<file path="src/rtl/conv_encoder.sv">
// conv_encoder: rate-1/2 feed-forward convolutional encoder.
// Serial information bits in, 2-bit code symbols {g0 parity, g1 parity} out.
// Both sides use valid/ready handshakes, and there is one registered output stage.
// Every frame starts in trellis state 0.
//
// Optional feature macro: CONV_ENC_TAIL_FLUSH_EN
//   defined   : after din_last, K-1 zero tail bits are encoded (FLUSH state).
//               This returns the trellis to state 0. enc_last marks the final tail symbol.
//   undefined : no tail. enc_last marks the symbol of the din_last bit.
//               The shift register is cleared on that accept.
//
// Legal constraint lengths are K = 3..7. G0/G1 are K bits wide.
// Their MSB taps the current input bit.
module conv_encoder #(
  parameter int           K  = 3,
  parameter logic [K-1:0] G0 = 3'b111,
  parameter logic [K-1:0] G1 = 3'b101
) (
  input  logic       clk,
  input  logic       rst,
  input  logic       din,
  input  logic       din_valid,
  input  logic       din_last,
  output logic       din_ready,
  output logic [1:0] enc_data,
  output logic       enc_valid,
  output logic       enc_last,
  input  logic       enc_ready,
  output logic       busy
);

`ifdef CONV_ENC_TAIL_FLUSH_EN
  typedef enum logic [1:0] {S_IDLE, S_RUN, S_FLUSH} state_t;
  // Index of the final tail step; K <= 7 keeps it within 3 bits.
  localparam logic [2:0] FLUSH_LAST = 3'(K - 2);
`else
  typedef enum logic [0:0] {S_IDLE, S_RUN} state_t;
`endif

  state_t       state;
  logic [K-2:0] sr;          // trellis state; sr[K-2] is the most recent bit
`ifdef CONV_ENC_TAIL_FLUSH_EN
  logic [2:0]   flush_cnt;   // tail step index 0..K-2
`endif

  logic         out_free;    // output register can take a new symbol this cycle
  logic         in_flush;
  logic         accept;      // information bit handshake completes
  logic         flush_step;  // a tail bit is encoded this cycle
  logic         bit_in;      // bit entering the encoder (data or zero tail)
  logic [K-1:0] taps;
  logic [1:0]   parity;
  logic         sym_last;    // symbol being loaded closes the frame

  assign out_free = !enc_valid || enc_ready;

`ifdef CONV_ENC_TAIL_FLUSH_EN
  assign in_flush   = (state == S_FLUSH);
  assign flush_step = in_flush && out_free;
  assign sym_last   = flush_step && (flush_cnt == FLUSH_LAST);
`else
  assign in_flush   = 1'b0;
  assign flush_step = 1'b0;
  assign sym_last   = din_last;
`endif

  assign din_ready = !in_flush && out_free;
  assign accept    = din_valid && din_ready;
  assign bit_in    = flush_step ? 1'b0 : din;
  assign busy      = (state != S_IDLE) || enc_valid;

  // Generator parities over the tap vector {current bit, trellis state}.
  always_comb begin
    // NOTE: every signal driven here is assigned on all paths, so no latch is inferred.
    taps   = {bit_in, sr};
    parity = {^(taps & G0), ^(taps & G1)};
  end

  // Output register: load on an encode, hold under backpressure, drop valid once consumed.
  always_ff @(posedge clk) begin
    // NOTE: non-blocking assignments keep every register reading pre-edge values.
    if (rst) begin
      enc_data  <= '0;
      enc_valid <= 1'b0;
      enc_last  <= 1'b0;
    end else if (accept || flush_step) begin
      enc_data  <= parity;
      enc_valid <= 1'b1;
      enc_last  <= sym_last;
    end else if (enc_ready) begin
      enc_valid <= 1'b0;
      enc_last  <= 1'b0;
    end
  end

`ifdef CONV_ENC_TAIL_FLUSH_EN
  // Frame FSM with trellis shift register and tail counter.
  // The tail counter and register freeze while the output stalls.
  always_ff @(posedge clk) begin
    if (rst) begin
      state     <= S_IDLE;
      sr        <= '0;
      flush_cnt <= '0;
    end else begin
      unique case (state)
        S_IDLE, S_RUN: begin
          if (accept) begin
            sr        <= {din, sr[K-2:1]};
            flush_cnt <= '0;
            state     <= din_last ? S_FLUSH : S_RUN;
          end
        end
        S_FLUSH: begin
          if (flush_step) begin
            // Shifting in K-1 zeros leaves sr = 0 when the tail completes.
            sr <= {1'b0, sr[K-2:1]};
            if (flush_cnt == FLUSH_LAST) begin
              flush_cnt <= '0;
              state     <= S_IDLE;
            end else begin
              flush_cnt <= flush_cnt + 3'd1;
            end
          end
        end
        default: state <= S_IDLE;
      endcase
    end
  end
`else
  // Frame tracking and trellis shift register.
  // The register is cleared on the last bit, so the next frame starts in state 0.
  always_ff @(posedge clk) begin
    if (rst) begin
      state <= S_IDLE;
      sr    <= '0;
    end else if (accept) begin
      if (din_last) begin
        sr    <= '0;
        state <= S_IDLE;
      end else begin
        sr    <= {din, sr[K-2:1]};
        state <= S_RUN;
      end
    end
  end
`endif

endmodule

</file>
<file path="config.mk">
export PLATFORM = sky130hd
export DESIGN_NAME = conv_encoder
export DESIGN_NICKNAME = d
export VERILOG_FILES = /design/src/rtl/conv_encoder.sv
export SDC_FILE = /design/constraint.sdc
export NUM_CORES = 1
export LEC_CHECK = 0
export CORE_AREA = 10 10 47 49
export DETAILED_ROUTE_END_ITERATION = 8
export DIE_AREA = 0 0 57 59
export DONT_BUFFER_PORTS = 1
export GPL_TIMING_DRIVEN = 1
export PLACE_DENSITY = 0.38
export SYNTH_ARGS = -nofsm -noshare
export SYNTH_HDL_FRONTEND = slang
export SYNTH_SLANG_ARGS = --single-unit
</file>
<file path="constraint.sdc">
create_clock -name clk -period 1.6 [get_ports clk]
set_input_delay 0.32 -clock clk [delete_from_list [all_inputs] [get_ports clk]]
set_output_delay 0.32 -clock clk [all_outputs]
set_load 0.005 [all_outputs]
</file>
==> results of run 1 <==
==> how the worst max path moves through the flow <==
stage / start / end / slack (ns) / cells past startpoint
2_1_floorplan: enc_valid$_SDFFE_PP0P_ / state$_SDFFE_PP0P_ / 0.65 / 3
3_3_place_gp: enc_valid$_SDFFE_PP0P_ / enc_data[0]$_SDFFE_PP0P_ / 0.56 / 4
3_5_place_dp: enc_valid$_SDFFE_PP0P_ / state$_SDFFE_PP0P_ / 0.47 / 3
4_1_cts: enc_valid$_SDFFE_PP0P_ / din_ready / 0.25 / 2
5_1_grt: enc_valid$_SDFFE_PP0P_ / din_ready / 0.17 / 2
6_report: enc_valid$_SDFFE_PP0P_ / din_ready / 0.27 / 2
==> layout by cell type, fill, tap and decap left out, drive strengths merged <==
cell / n
a21oi: 6
a311oi: 2
clkbuf: 4
dfxtp: 7
inv: 3
nand3: 1
nand4b: 2
nor2b: 2
o211ai: 1
o21ai: 3
o41ai: 1
or2: 1
xnor2: 1
xor2: 1
==> final cells by class <==
cell class                 count  area [um2]
clock buffer                   4        26.3
fill                         164        1050
inverter                       3        13.8
multi-input combinational     21         153
sequential                     7         140
tap                           16        20.0
==> power groups by stage <==
stage	combinational [W]	sequential [W]	clock, W
after detailed placement	0.0000332	0.000197	0
final	0.0000324	0.000193	0.000163
after global placement	0.0000322	0.000196	0
after CTS	0.0000333	0.000194	0.000169
after global routing	0.0000379	0.000194	0.000190
after floorplan	0.0000332	0.000194	0
==> per-stage QoR <==
stage	instances	hold WS (ns)	power, W	setup WS, ns	utilization (%)
floorplan	33	0.430	0.000227	0.652	-
global placement	47	0.392	0.000228	0.557	23.3
detailed placement	47	0.393	0.000231	0.472	23.3
CTS	51	0.122	0.000396	0.246	25.2
global route	51	0.108	0.000422	0.175	25.2
finish	51	0.129	0.000388	0.268	25.2
==> synthesized netlist by cell type (2+ instances only) <==
library cell	count	area, um2
a21oi_1	6	30.0
a311oi_1	2	17.5
dfxtp_1	7	140
nand4b_1	2	17.5
o21ai_0	3	15.0
==> flip-flops by register name, summed over array words and instances, names as in the netlist <==
| signal | flops |
|---|---|
| enc_data | 2 |
| enc_last | 1 |
| enc_valid | 1 |
| sr | 2 |
| state | 1 |
==> metal layers <==
metal / up-vias / global-route usage (%) / part of all wire [%] / routed length (um)
met5: - / 0 / 0 / 0
met4: 0 / 3.02 / 1.5 / 13
met3: 4 / 6.01 / 16 / 140
met2: 11 / 8.22 / 45 / 393
met1: 124 / 5.35 / 37 / 327
li1: 123 / - / - / -
==> cells by family (layout without fill, tap and decap cells) <==
logic type / after synthesis / in the layout / share of synthesized area [%]
and+or+nand+nor: 6 / 6 / 15.5
AOI/OAI and AO/OA: 13 / 13 / 27.4
DFF: 7 / 7 / 44.4
buffers and inverters: 5 / 7 / 7.14
xor gates and xnor gates: 2 / 2 / 5.56
==> metrics, run 1 <==
Clock Latency Late Sink=about 0.25 ns; post-DR wirelength/cell=17.2 um; f_max=between 700 and 800 MHz; final net count=42; cts repair resizes=0; Routed Antenna Nets=0; clock power share=42.0%; CP top delay family=flip-flops; Worst Hold Class=primary input to flip-flop; Post-synth EDFFs=0; first-pass GRT wire length=around 1.5 mm; grt total ovfl=0; Tcrit/Tclk final=between 80% and 90%; share of power burned in registers=about half; Die ar.=~3400 um2; vias in the first global route=~270; DP HPWL=between 600 and 700 um; post-synthesis cell count=33; number of endpoints failing setup at the final stage=0; Max-slew headroom=a little under nine tenths; Worst Hold Depth=1; Net Sw Frac=between 20% and 30%; Num Clock Sinks=7; dpl cell area=between 300 and 400 um2; DRC violations left=0; Detailed Routing Iterations Pass 1=4; combinational share of power=a little over 8%; ys async rst share=0%; gpl congestion=a little over 0.7; post-synthesis sequential area ratio=~44%; library cells used by synthesis=18; Slew @ Worst Pin=approximately 0.22 ns; IO buf count=0; TritonCTS clock tree=yes; Worst EP required=about 1.3 ns; Syn Area/Cell=9.55 um2; area grow syn2layout=11.9%; cell count of the worst reg-to-reg path=3; Syn. warnings=0; worst path cell trace=nor2b_4 -> inv_4; crit path DAT=slightly above 1 ns; Clk pin slew, worst setup/hold paths=roughly 0.050 ns; Tmin final=1.33 ns; gr usage total=roughly 5.8%; via/cell ratio=a little over 5; # Post-CTS Setup Buffers=0; Peak VDD IR=approximately 0.3 mV; DR vias=between 200 and 300; Lkg Pwr=between 0.1 and 0.15 nW; hold path start=rst; RR Endpoint=state$_SDFFE_PP0P_; Power Density=~1100 nW/um2; Initial DRC Count=14; die width=~57 um; RSZ-0062 raised after global routing=no; outcome=finished clean; CP max FO=9; Main synth FF type=dfxtp_1; initial antenna violation count=0; diode count=0; layout cell share with drive strength beyond 1=between 20% and 30%; setup TNS=0 ns; Post-Syn Area=between 300 and 400 um2; Final Hold Vio Count=0; post-route cell area=between 300 and 400 um2; Cell Int Power=slightly below 0.0003 W; Synth Register Bits=7; H-tree depth=1; kind of critical path=flip-flop to primary output; Setup Skew=approximately 0.0031 ns; final WL=around 900 um; clk root buf=clkbuf_4; Boundary Pins=12; Std-Cell Rows=14; Crit-path slowest cell=dfxtp_1; CTS Buf Count=3; largest net degree at the start of global routing=10; Synth Net Count=39; CP startpoint kind=flip-flop; slowest stage delay, CP=roughly 0.40 ns; Die H=approximately 60 um; Max Slew Vio Count=0; R2R Path Start=enc_valid$_SDFFE_PP0P_; CTS hold repair buffers=0; Worst Setup End Kind=primary output; sw power=~0.000092 W; hold path endpoint=enc_valid$_SDFFE_PP0P_; CTS Buffer Depth=2; Initial Util=22.5%; Core Area=about 1400 um2; setup slack, reg-to-reg=between 0.4 and 0.5 ns; WP buf/inv=1; max-cap violations=0
(Power assumes the default switching activity.)
==> inputs of run 2 (changes only) <==
- clock period: 1.6 -> 1.35 ns (I/O delays scaled with it)
==> metrics, run 2 (synthesis gave the netlist of run 1 again) <==
Final Hold Vio Count=0; Clock Latency Late Sink=between 0.2 and 0.3 ns; crit path DAT=around 0.92 ns; clk root buf=clkbuf_4; Power Density=around 1300 nW/um2; Net Sw Frac=23.5%; kind of critical path=flip-flop to primary output; Die H=~59 um; Peak VDD IR=approximately 0.38 mV; combinational share of power=a little under 9%; IO buf count=0; share of power burned in registers=approximately 50%; Max-slew headroom=85.0%; via/cell ratio=approximately 5.0; final net count=43; first-pass GRT wire length=between 1 and 1.5 mm; vias in the first global route=260; Routed Antenna Nets=0; Max Slew Vio Count=0; max-cap violations=0; RSZ-0062 raised after global routing=no; Core Area=about 1400 um2; Tmin final=about 1.2 ns; most frequent cells in the layout=dfxtp_1 (7), a21oi_1 (6), o21ai_0 (3), clkbuf_4 (3); Detailed Routing Iterations Pass 1=4; post-DR wirelength/cell=between 15 and 20 um; CP startpoint kind=flip-flop; DRC violations left=0; gr usage total=under 10%; number of endpoints failing setup at the final stage=0; setup TNS=0 ns; die width=approximately 57 um; outcome=finished clean; Worst EP required=1.08 ns; CTS Buf Count=3; f_max=approximately 840 MHz; dpl cell area=between 300 and 400 um2; CTS Buffer Depth=2; largest net degree at the start of global routing=10; Std-Cell Rows=14; initial antenna violation count=0; Tot Pwr=~0.00046 W; Worst Hold Class=primary input to flip-flop; Cell Int Power=roughly 0.00035 W; gpl congestion=0.712; layout cell share with drive strength beyond 1=about a quarter; Lkg Pwr=about 0.13 nW; Slew @ Worst Pin=between 0.2 and 0.25 ns; Worst Setup End Kind=primary output; Die ar.=3360 um2; final WL=829 um; Initial Util=between 20% and 30%; clock power share=around two fifths; CP max FO=9; Initial DRC Count=4; diode count=0; setup slack, reg-to-reg=approximately 0.3 ns; post-route cell area=around 360 um2; Setup Skew=between 0.001 and 0.0015 ns; most common cell after layout, fill and taps aside=dfxtp_1; biggest regs=enc_data x2, sr x2; WHS=0.0822 ns; DP HPWL=660 um; sw power=approximately 0.00011 W; area grow syn2layout=14.3%; Num Clock Sinks=7; H-tree depth=1; Tcrit/Tclk final=approximately 88%; DR vias=260; Boundary Pins=12; grt total ovfl=0; Clk pin slew, worst setup/hold paths=around 0.05 ns; TritonCTS clock tree=yes
run 2: critical path, stage by stage (launching register included):
cell and delay [ns]:
dfxtp_1 0.39, nor2b_4 0.21, inv_4 0.07
run 2: timing repair:
item                                    in CTS  in global routing
hold buffers                                 0                  0
gates resized for setup                      0                  0
endpoints found under the setup margin       0                  1
buffers inserted                             0                  1
run 2: final timing paths:
| kind | to | from | cells past startpoint |
|---|---|---|---|
| worst max register to register | enc_data[1]$_SDFFE_PP0P_ | enc_valid$_SDFFE_PP0P_ | 4 |
| worst min register to register | sr[0]$_SDFFE_PP0P_ | sr[0]$_SDFFE_PP0P_ | 2 |
| worst min-delay path | enc_valid$_SDFFE_PP0P_ | rst | 1 |
| worst max-delay path | din_ready | enc_valid$_SDFFE_PP0P_ | 2 |
run 2: layout make-up:
class,count,area [um2]
Multi-Input combinational cell,21,153
Inverter,3,13.8
Clock buffer,4,26.3
Timing Repair Buffer,1,7.51
Fill cell,164,1040
Tap cell,16,20.0
Sequential cell,7,140
run 2: power groups by stage:
stage / logic, W / registers, W / clock network [W]
after floorplan: 0.0000394 / 0.000230 / 0
after global placement: 0.0000381 / 0.000233 / 0
after detailed placement: 0.0000388 / 0.000234 / 0
after CTS: 0.0000389 / 0.000229 / 0.000206
after global routing: 0.0000467 / 0.000230 / 0.000215
final: 0.0000401 / 0.000228 / 0.000192
run 2: metal layers:
layer / part of all wire, % / up-vias / wire length [um] / track usage, %
li1: - / 127 / - / -
met1: 36 / 118 / 302 / 4.99
met2: 47 / 11 / 388 / 7.91
met3: 15 / 4 / 124 / 4.08
met4: 1.6 / 0 / 13 / 5.03
met5: 0 / - / 0 / 0
run 2: per-stage QoR:
stage	util, %	setup slack, ns	std cells
floorplan	-	0.402	33
global placement	23.3	0.309	47
detailed placement	23.3	0.229	47
CTS	25.2	0.0575	51
global route	25.7	0.0759	52
finish	25.7	0.156	52
==> inputs of run 3 (changes only) <==
- SETUP_SLACK_MARGIN: not set -> 0.1
==> metrics, run 3 (synthesis gave the netlist of run 1 again) <==
combinational share of power=under 10%; fin util=about 26%; CP max FO=4; Final Hold Vio Count=0; outcome=finished clean; diode count=0; kind of critical path=flip-flop to primary output; Cell Int Power=0.000353 W; Worst Hold Class=primary input to flip-flop; Crit-path slowest cell=dfxtp_2; Boundary Pins=12; Net Sw Frac=about a quarter; Routed Antenna Nets=0; Slew @ Worst Pin=around 0.22 ns; gpl congestion=roughly 0.7; Std-Cell Rows=14; setup slack, reg-to-reg=~0.32 ns; Initial Util=22.5%; number of endpoints failing setup at the final stage=0; clock power share=about two fifths; Tcrit/Tclk final=84.7%; CTS Buffer Depth=2; Clock Latency Late Sink=approximately 0.25 ns; crit path DAT=0.87 ns; RR Endpoint=enc_data[1]$_SDFFE_PP0P_; Die H=around 59 um; Worst EP required=approximately 1.1 ns; die width=between 50 and 60 um; DR vias=255; CTS Buf Count=3; max-cap violations=0; worst path cell trace=or2_2; first-pass GRT wire length=1.41 mm; gr usage total=roughly 5.6%; initial antenna violation count=0; CP top delay family=flip-flops; final WL=between 800 and 900 um; Clk pin slew, worst setup/hold paths=~0.050 ns; CP startpoint kind=flip-flop; slowest stage delay, CP=0.34 ns; Worst Setup End Kind=primary output; hold path start=rst; Num Clock Sinks=7; Die ar.=3360 um2; area grow syn2layout=14.7%; sw power=between 0.0001 and 0.00015 W; final net count=43; DP HPWL=roughly 660 um; Peak VDD IR=between 0.3 and 0.4 mV; grt total ovfl=0; via/cell ratio=just under 5; Worst Hold Depth=1; DRC violations left=0; layout cell share with drive strength beyond 1=27.8%; most frequent cells in the layout=a21oi_1 (6), dfxtp_1 (6), o21ai_0 (3), clkbuf_4 (3); cell count of the worst reg-to-reg path=4; Lkg Pwr=~0.13 nW; CTS hold repair buffers=0; largest net degree at the start of global routing=10; Initial DRC Count=5; TritonCTS clock tree=yes; clk root buf=clkbuf_4; RSZ-0062 raised after global routing=no; WP buf/inv=0; IO buf count=0; Power Density=1270 nW/um2; post-DR wirelength/cell=roughly 16 um; setup TNS=0 ns; biggest regs=enc_data x2, sr x2; Tmin final=approximately 1.1 ns; Core Area=approximately 1400 um2; share of power burned in registers=between 40 and 50%; f_max=~870 MHz; hold path endpoint=enc_valid$_SDFFE_PP0P_; H-tree depth=1; Max-slew headroom=a little over four fifths; vias in the first global route=265; Setup Skew=0.00147 ns; Max Slew Vio Count=0; Detailed Routing Iterations Pass 1=2; R2R Path Start=enc_valid$_SDFFE_PP0P_
==> run 3: area by class of cell <==
type / count / area (um2)
fill: 165 / 1040
sequential: 7 / 141
multi-input combinational: 21 / 153
inverter: 3 / 13.8
clock buffer: 4 / 26.3
tap: 16 / 20.0
timing repair buffer: 1 / 7.51
==> run 3: how the worst max path moves through the flow <==
stage | from | end | slack (ns) | cells after the start
final | enc_valid$_SDFFE_PP0P_ | busy | 0.21 | 1
after global routing | enc_valid$_SDFFE_PP0P_ | din_ready | 0.14 | 2
after CTS | enc_valid$_SDFFE_PP0P_ | din_ready | 0.13 | 2
after detailed placement | enc_valid$_SDFFE_PP0P_ | state$_SDFFE_PP0P_ | 0.23 | 3
after global placement | enc_valid$_SDFFE_PP0P_ | enc_data[0]$_SDFFE_PP0P_ | 0.31 | 4
after floorplan | enc_valid$_SDFFE_PP0P_ | state$_SDFFE_PP0P_ | 0.40 | 3
==> run 3: power by group through the flow <==
stage	clock network [W]	registers, W	logic (W)
floorplan	0	0.000230	0.0000394
CTS	0.000206	0.000229	0.0000409
global route	0.000215	0.000231	0.0000471
finish	0.000192	0.000229	0.0000402
global placement	0	0.000233	0.0000381
detailed placement	0	0.000234	0.0000388
==> run 3: layer usage <==
| metal | up-vias | routed length [um] | global-route usage, % |
|---|---|---|---|
| li1 | 127 | - | - |
| met1 | 118 | 313 | 5.11 |
| met2 | 8 | 405 | 8.06 |
| met3 | 2 | 119 | 4.08 |
| met4 | 0 | 8 | 5.03 |
| met5 | - | 0 | 0 |
==> run 3: what timing repair did <==
action | in CTS | in global routing
gates cloned | 0 | 0
pin swaps | 0 | 0
endpoints found under the setup margin | 1 | 1
buffers inserted | 1 | 0
resized for setup | 0 | 1
==> run 3: stage by stage <==
step / setup slack, ns / power (W) / hold WS [ns] / instances / cell area [um2]
floorplan: 0.402 / 0.000269 / 0.380 / 33 / 315
global placement: 0.309 / 0.000271 / 0.342 / 47 / 327
detailed placement: 0.229 / 0.000272 / 0.343 / 47 / 327
CTS: 0.125 / 0.000476 / 0.0682 / 52 / 360
global route: 0.137 / 0.000492 / 0.0598 / 52 / 362
finish: 0.207 / 0.000461 / 0.0750 / 52 / 362
==> edit, RTL diff (settings of run 1) <==
`K`: 3 -> 5. Comments in the files are not updated.
--- a/src/rtl/conv_encoder.sv
+++ b/src/rtl/conv_encoder.sv
@@ -13,5 +13,5 @@
 // Their MSB taps the current input bit.
 module conv_encoder #(
-  parameter int           K  = 3,
+  parameter int           K  = 5,
   parameter logic [K-1:0] G0 = 3'b111,
   parameter logic [K-1:0] G1 = 3'b101
Behaviour: not the same (a bounded check fails within 4 cycles, from zero or initial values and one cycle with rst high).
==> edit against run 1 <==
  * Final area increased by 25%
  * Wire length up 8.1%
  * Worst setup slack worse by 30 ps
  * Sequential cell count grew 2
  * Power increased by 12%
  * Area after synthesis increased by 32%
  * Utilization grew 6.3 points
==> edit: results (changes against run 1) <==
Hold Path Class=in2reg; grt met2 use=9.61% (+1.4 points); vias in the first global route=338 (+26%); Routed WL per cell=16.0 µm (-6.5%); hold endpoint=state; Peak VDD IR=0.310 mV (+2.9%); most common library cells after synthesis=dfxtp_1 (9), a21oi_1 (8), o21ai_0 (5), nand4b_1 (4); WP data arrival=1040 ps (+30 ps); biggest registers after layout=sr: 4 flops, enc_data: 2 flops; FILL cells=152 (-7.3%); proportion of layout cells with a drive suffix above 1=20.9% (-1.9 points); drt initial violations=11 (-3); crit-path max FO=11 (+2); count of different cell masters after synthesis=18 (unchanged); ant diodes=0 (unchanged); met3 global-route usage=5.15% (-0.86 points); GR Util All Layers=5.45% (-0.38 points); nets=50 (+19%); clock skew=2.53 ps (-0.554 ps); outcome=complete, no violations; sequential element share of the synthesized area=43.2% (-1.2 points); Pleak=0.148 nW (+15%); setup bufs post-CTS=0 (unchanged); reg2reg path depth=4 (+1); Root Buffer=clkbuf_4; first-pass GRT wire length=1430 µm (-2.3%); setup slack, reg-to-reg=410 ps (-60 ps); worst hold start=rst; Vias=315 (+20%); Slew @ Worst Pin=314 ps (+91.7 ps); synth top area cells=dfxtp_1 (43%), a21oi_1 (9.6%), nand4b_1 (8.4%); syn nets=48 (+23%); largest net degree at the start of global routing=12 (+2); GR Layer Usage met1=4.30% (-1.1 points); Worst R2R End=state; router iterations before antenna repair=5 (+1); RD Place Congestion=0.785 (+10%)
[edit: changes by cell type after synthesis, sizes merged]
cell	run 1	this run
a21oi	6	8
buf	1	2
dfxtp	7	9
nand4b	2	4
o21ai	3	5
[edit: layer usage]
layer	wire length [µm]	part of all wire [%]	vias to the layer above
li1	-	-	157
met1	385	41	148
met2	459	49	8
met3	92	9.7	2
met4	7	0.74	0
met5	0	0	-
[edit: worst max-delay path by stage]
stage | slack [ps] | start | end
2_1_floorplan | 510 | enc_valid | state
3_3_place_gp | 450 | enc_valid | enc_data[0]
3_5_place_dp | 410 | enc_valid | state
4_1_cts | 220 | enc_valid | din_ready
5_1_grt | 170 | enc_valid | din_ready
6_report | 240 | enc_valid | din_ready
[edit: critical path, delay by kind of cell (launching register included)]
kind	cells	cell delay [ps]
flip-flops	1	390
AND/OR/NAND/NOR	1	250
buffers and inverters	1	140
[edit: final cells by class]
type	count	share of cell area, %
Multi-Input combinational cell	27	46.0
Sequential cell	9	40.9
Clock buffer	4	5.97
Tap cell	16	4.55
Inverter	3	2.56
[edit: power by group]
part           switching (W)  internal [W]  total (W)  leakage [nW]
Clock              0.0000702     0.0000955   0.000166        0.0150
Combinational      0.0000161     0.0000137  0.0000298        0.0595
Sequential        0.00000598      0.000232   0.000238        0.0735
Total              0.0000923      0.000341   0.000434         0.148
[edit: kinds of logic (layout without fill, tap and decap cells)]
logic type                after synthesis  in the layout  share of synthesized area (%)
buffers and inverters                   6              7                           8.11
and+or+nand+nor                         8              8                           15.9
AOI/OAI and AO/OA                      17             17                           28.5
xor gates and xnor gates                2              2                           4.20
DFF                                     9              9                           43.2
[edit: metrics by stage]
stage / cells / area (µm²) / hold slack [ps] / setup slack (ps)
floorplan: 42 / 417 / 436 / 511
global placement: 55 / 414 / 391 / 455
detailed placement: 55 / 414 / 392 / 412
CTS: 59 / 440 / 116 / 220
global route: 59 / 440 / 105 / 173
finish: 59 / 440 / 128 / 239
